**src/rtl/alu_issue_stage.sv**
```systemverilog
// ID/EX issue stage: decodes RV32I ALU-class instructions and registers
// operands, ALU select, destination and writeback enable for the execute
// stage. Valid/ready handshake with a one-entry output register, no skid.
module alu_issue_stage #(
   parameter int          XLEN     = 32,
   parameter logic [3:0]  PASS_SEL = 4'b1111
) (
   input  logic            clk,
   input  logic            rst_n,
   input  logic            flush,
   input  logic            in_valid,
   output logic            in_ready,
   input  logic [31:0]     instr,
   input  logic [XLEN-1:0] pc,
   input  logic [XLEN-1:0] rs1_data,
   input  logic [XLEN-1:0] rs2_data,
   output logic            out_valid,
   input  logic            out_ready,
   output logic [XLEN-1:0] opA,
   output logic [XLEN-1:0] opB,
   output logic [3:0]      aluOutSel,
   output logic [4:0]      rd,
   output logic            rd_we,
   output logic            illegal
);

   typedef enum logic [0:0] {ST_EMPTY = 1'b0, ST_FULL = 1'b1} state_t;

   state_t            r_state;
   state_t            w_state_nxt;
   logic              w_capture;

   logic [XLEN-1:0]   r_opa, r_opb;
   logic [3:0]        r_sel;
   logic [4:0]        r_rd;
   logic              r_rd_we, r_illegal;

   logic [6:0]        w_opcode, w_funct7;
   logic [2:0]        w_funct3;
   logic [4:0]        w_rd;
   logic [XLEN-1:0]   w_imm_i, w_imm_u, w_shamt_i, w_shamt_r;
   logic [XLEN-1:0]   w_opa, w_opb;
   logic [3:0]        w_sel;
   logic              w_illegal, w_rd_we;

   assign w_opcode  = instr[6:0];
   assign w_rd      = instr[11:7];
   assign w_funct3  = instr[14:12];
   assign w_funct7  = instr[31:25];
   assign w_imm_i   = {{(XLEN-12){instr[31]}}, instr[31:20]};
   assign w_imm_u   = XLEN'($signed({instr[31:12], 12'b0}));
   assign w_shamt_i = {{(XLEN-5){1'b0}}, instr[24:20]};
   // The ALU iterates opB times for shifts, so register shift amounts are masked to 0..31.
   assign w_shamt_r = {{(XLEN-5){1'b0}}, rs2_data[4:0]};

   // No skid buffer: accept only when empty or the held entry leaves this cycle.
   assign in_ready  = (r_state == ST_EMPTY) || out_ready;
   assign w_capture = in_valid && in_ready && !flush;

   assign out_valid = (r_state == ST_FULL);
   assign opA       = r_opa;
   assign opB       = r_opb;
   assign aluOutSel = r_sel;
   assign rd        = r_rd;
   assign rd_we     = r_rd_we;
   assign illegal   = r_illegal;

   // Next-state logic: flush dominates, then capture, then drain.
   always_comb begin
      w_state_nxt = r_state;
      if (flush) begin
         w_state_nxt = ST_EMPTY;
      end else if (w_capture) begin
         w_state_nxt = ST_FULL;
      end else if ((r_state == ST_FULL) && out_ready) begin
         w_state_nxt = ST_EMPTY;
      end else begin
         w_state_nxt = r_state;
      end
   end

   // Instruction decode into operands, ALU select and legality.
   always_comb begin
      w_illegal = 1'b0;
      w_opa     = rs1_data;
      w_opb     = rs2_data;
      w_sel     = PASS_SEL;
      w_rd_we   = 1'b0;
      case (w_opcode)
         7'b0110011: begin
            if ((w_funct7 == 7'b0000000) ||
                ((w_funct7 == 7'b0100000) && ((w_funct3 == 3'b000) || (w_funct3 == 3'b101)))) begin
               w_illegal = 1'b0;
            end else begin
               w_illegal = 1'b1;
            end
            case (w_funct3)
               3'b000:  w_sel = w_funct7[5] ? 4'b0001 : 4'b0000;
               3'b001:  begin w_sel = 4'b0111; w_opb = w_shamt_r; end
               3'b010:  w_sel = 4'b0101;
               3'b011:  w_sel = 4'b0110;
               3'b100:  w_sel = 4'b0010;
               3'b101:  begin w_sel = w_funct7[5] ? 4'b1001 : 4'b1000; w_opb = w_shamt_r; end
               3'b110:  w_sel = 4'b0011;
               default: w_sel = 4'b0100;
            endcase
         end
         7'b0010011: begin
            w_opb = w_imm_i;
            case (w_funct3)
               3'b000:  w_sel = 4'b0000;
               3'b001: begin
                  w_sel = 4'b0111;
                  w_opb = w_shamt_i;
                  if (w_funct7 == 7'b0000000) begin
                     w_illegal = 1'b0;
                  end else begin
                     w_illegal = 1'b1;
                  end
               end
               3'b010:  w_sel = 4'b0101;
               3'b011:  w_sel = 4'b0110;
               3'b100:  w_sel = 4'b0010;
               3'b101: begin
                  w_opb = w_shamt_i;
                  if (w_funct7 == 7'b0000000) begin
                     w_sel = 4'b1000;
                  end else if (w_funct7 == 7'b0100000) begin
                     w_sel = 4'b1001;
                  end else begin
                     w_illegal = 1'b1;
                  end
               end
               3'b110:  w_sel = 4'b0011;
               default: w_sel = 4'b0100;
            endcase
         end
         7'b0110111: begin
            w_opa = w_imm_u;
            w_opb = {XLEN{1'b0}};
            w_sel = PASS_SEL;
         end
         7'b0010111: begin
            w_opa = pc;
            w_opb = w_imm_u;
            w_sel = 4'b0000;
         end
         default: w_illegal = 1'b1;
      endcase
      // Illegal entries still travel down the pipe, but as a harmless pass of zero.
      if (w_illegal) begin
         w_opa   = {XLEN{1'b0}};
         w_opb   = {XLEN{1'b0}};
         w_sel   = PASS_SEL;
         w_rd_we = 1'b0;
      end else begin
         w_rd_we = (w_rd != 5'd0);
      end
   end

   // State and output registers: load on capture, otherwise hold bit-stable.
   always_ff @(posedge clk) begin
      if (!rst_n) begin
         r_state   <= ST_EMPTY;
         r_opa     <= {XLEN{1'b0}};
         r_opb     <= {XLEN{1'b0}};
         r_sel     <= PASS_SEL;
         r_rd      <= 5'd0;
         r_rd_we   <= 1'b0;
         r_illegal <= 1'b0;
      end else begin
         r_state <= w_state_nxt;
         if (w_capture) begin
            r_opa     <= w_opa;
            r_opb     <= w_opb;
            r_sel     <= w_sel;
            r_rd      <= w_rd;
            r_rd_we   <= w_rd_we;
            r_illegal <= w_illegal;
         end else begin
            r_opa     <= r_opa;
            r_opb     <= r_opb;
            r_sel     <= r_sel;
            r_rd      <= r_rd;
            r_rd_we   <= r_rd_we;
            r_illegal <= r_illegal;
         end
      end
   end

endmodule

```
**config.mk**
```make
export PLATFORM = sky130hd
export DESIGN_NAME = alu_issue_stage
export DESIGN_NICKNAME = d
export VERILOG_FILES = /design/src/rtl/alu_issue_stage.sv
export SDC_FILE = /design/constraint.sdc
export NUM_CORES = 1
export LEC_CHECK = 0
export CORE_AREA = 2 2 78 154
export DETAILED_ROUTE_END_ITERATION = 7
export DIE_AREA = 0 0 80 156
export DONT_BUFFER_PORTS = 1
export GPL_ROUTABILITY_DRIVEN = 0
export HOLD_SLACK_MARGIN = 0.02
export MAX_ROUTING_LAYER = met4
export SLEW_MARGIN = 10
export SYNTH_ARGS = -nofsm -noshare
export SYNTH_HDL_FRONTEND = slang
export SYNTH_SLANG_ARGS = --single-unit
```
**constraint.sdc**
```tcl
create_clock -name clk -period 4.11 [get_ports clk]
set_input_delay 0.822 -clock clk [delete_from_list [all_inputs] [get_ports clk]]
set_output_delay 0.822 -clock clk [all_outputs]
set_load 0.05 [all_outputs]
```
==> run_results.csv <==
group,metric,value,unit
grt,gr-total-overflow,0,
final_layout,diodes,0,
critical_path,slowest_delay,610,ps
clocking,cts_tree,"built",
critical_path,cp_cell_sequence,"nor2b_1 -> nor3_2 -> nand3_4 -> buf_12 -> o31ai_2",
final_layout,seqCellArea,1520,um^2
sta,fin_worst_skew,10.2,ps
yosys,synth_area_per_cell,9.57,um^2
yosys,yosysSeqAreaShare,0.336,
route,drt-total-wl,14300,um
yosys,ys_types,54,
power,max-vdd-ir-drop,197,uV
critical_path,cp-start-kind,"register",
critical_path,r2r_cells,5,
power,p_per_area,368,nW/um^2
yosys,async_reset_ff_frac,0,
clocking,clkSlewWorstSetupHoldPaths,60,ps
critical_path,crit_buf_inv,1,
yosys,netlist_instances,473,
route,vias_per_cell,6.22,
route,drt_iter0_markers,171,
route,drc,0,
route,wl_per_cell,24.2,um
route,vias,3681,
die,row_count,55,
place,dpl_worst_slack,1240,ps
sta,drv_slew,0,
final_layout,fin_cells,592,
clocking,clkLatencyLatePin,330,ps
critical_path,crit_path_top_delay_cell,"nand3_4",
die,fp.dieH,156,um
route,dr.pass1.iters,4,
min_path,min_from,"flush",
die,chipWidth,80,um
sta,hold_violations,0,
final_layout,fin_nets,578,
clocking,htree_levels,3,
critical_path,cp_data_arrival_time,2860,ps
yosys,synth_edf_count,0,
sta,post-route-min-period,2620,ps
clocking,postCtsSetupBuffers,0,
clocking,cts.root.buffer_cell,"clkbuf_16",
critical_path,path_max_fanout,37,
min_path,min_path_type,"in -> reg",
final_layout,multi_input_area,2670,um^2
clocking,clock_sinks,76,
min_path,min_to,"out_valid",
sta,fin_setup_tns,0,ps
sta,final-setup-viol-count,0,
critical_path,crit_required,4360,ps
final_layout,fin_util,0.425,
power,power.leakage,1.60,nW
status,status,"completed",
grt,grt_pass1_wl,20700,um
place,io_buffers,0,
yosys,synth_ff_type,"dfxtp_1",
place,dp.cells,576,
clocking,cts_max_path_buffers,2,
clocking,hold_buffers,0,
grt,grt.total_usage,0.231,
clocking,post_cts_resized,0,
die,initial_core_util,0.401,
sta,worst_slack,1490,ps
flow_run,maxCapViolCount,0,
min_path,min_path_cells,1,
die,io_pins,210,
critical_path,rr_startpoint,"out_valid",
power,finalPower,1.76,mW
die,dieArea,12500,um^2
yosys,syn_area,4530,um^2
grt,grt_max_degree,67,
critical_path,cp_top_family,"simple AND/OR/NAND/NOR gates",
yosys,ys_seq_elements,76,
critical_path,crit_type,"reg -> reg",
grt,grt_pass1_vias,3686,
grt,antenna_found_initial,0,
die,coreArea,11300,um^2
sta,grt_setup_unrepaired,"false",
route,postRouteAntennaNets,0,
critical_path,rrSetupSlack,1490,ps
sta,timing.fmax,382,MHz
yosys,syn_nets,606,
yosys,yosys_warnings,0,
final_layout,fill_cells,1097,
place,place.detailed.hpwl,10700,um
sta,fin_crit_sh,0.636,
clocking,numCtsBuffers,9,
sta,worst_pin_slew,1070,ps
final_layout,drive_above_1_share,0.247,
critical_path,end_kind,"register",
sta,slew-limit-headroom,0.288,
final_layout,syn2layout_area_growth,6.03,%
critical_path,r2r_end,"opB[11]",
-- final cells by class --
cell class                 instances  share of cell area
clock buffer                      12              0.0514
clock inverter                     4              0.0151
inverter                          15              0.0117
multi-input combinational        337               0.556
sequential                        76               0.317
tap                              142              0.0370
timing repair buffer               6              0.0120
-- how the worst max path moves through the flow --
stage	depth (start not counted)	start	endpoint
final	5	out_valid	opB[11]
after global routing	5	out_valid	opB[4]
after CTS	5	out_valid	opB[11]
after detailed placement	6	instr[6]	opA[22]
after global placement	6	instr[6]	opB[11]
after floorplan	6	instr[12]	opA[0]
-- synthesized netlist by cell type, types with 2 or more instances --
master | n | area (um^2)
a221oi_1 | 11 | 96.3
nor2b_1 | 15 | 93.8
o22a_1 | 3 | 26.3
nand2b_1 | 5 | 31.3
nand3_1 | 4 | 20.0
buf_4 | 3 | 22.5
a31oi_1 | 2 | 12.5
or4_1 | 3 | 22.5
o31ai_1 | 5 | 37.5
clkbuf_1 | 20 | 75.1
nor2_1 | 12 | 45.0
nand2_1 | 74 | 278
buf_12 | 6 | 120
nand4_1 | 5 | 31.3
o31ai_2 | 60 | 751
a22oi_1 | 2 | 15.0
or3_1 | 2 | 12.5
dfxtp_1 | 76 | 1520
a32oi_1 | 6 | 52.6
nor4_1 | 2 | 12.5
buf_2 | 14 | 70.1
and3_1 | 6 | 37.5
mux2i_1 | 38 | 380
mux2_2 | 19 | 214
nor3_1 | 16 | 80.1
a2bb2oi_1 | 14 | 123
o21ai_0 | 10 | 50.1
inv_1 | 14 | 52.6
-- cells in the final DEF (no fill, tap or decap), drive strengths merged, types with 12 or more instances in the layout --
master   count
dfxtp       76
nand2       74
o31ai       65
mux2i       38
mux2        19
nor3        17
nor2b       15
inv         14
a2bb2oi     14
nor2        13
clkbuf      12
-- stage by stage --
step                cell area [um^2]  hold slack (ps)
floorplan                       4530              671
global placement                4480              701
detailed placement              4480              710
CTS                             4800              547
global route                    4800              544
finish                          4800              560
-- flip-flops by register name (all words and copies together) (netlist names) --
register,cells
rd,5
out_valid,1
illegal,1
aluOutSel,4
opA,32
rd_we,1
opB,32
-- layer usage --
| layer | wire [um] | up-vias | GRT usage |
|---|---|---|---|
| met2 | 7970 | 212 | 0.429 |
| met5 | 0 | - | - |
| met1 | 4690 | 1752 | 0.207 |
| li1 | - | 1692 | - |
| met3 | 1170 | 25 | 0.0700 |
| met4 | 477 | 0 | 0.110 |
-- power breakdown --
| part | switching, mW | internal [mW] |
|---|---|---|
| Sequential | 0.0219 | 0.742 |
| Clock | 0.295 | 0.547 |
| Combinational | 0.0939 | 0.0639 |
| Total | 0.411 | 1.35 |
-- cells by family (layout without fill, tap and decap cells) --
family                     count (synthesis)  in the layout  share of synthesized area
AOI/OAI and AO/OA                        123            123                      0.276
xor gates and xnor gates                   1              1                    0.00194
adders and majority gates                  1              1                    0.00221
buffers and inverters                     60             37                     0.0796
DFF                                       76             76                      0.336
muxes                                     57             57                      0.131
and+or+nand+nor                          155            155                      0.172
Power figures use the tool's default switching activity.
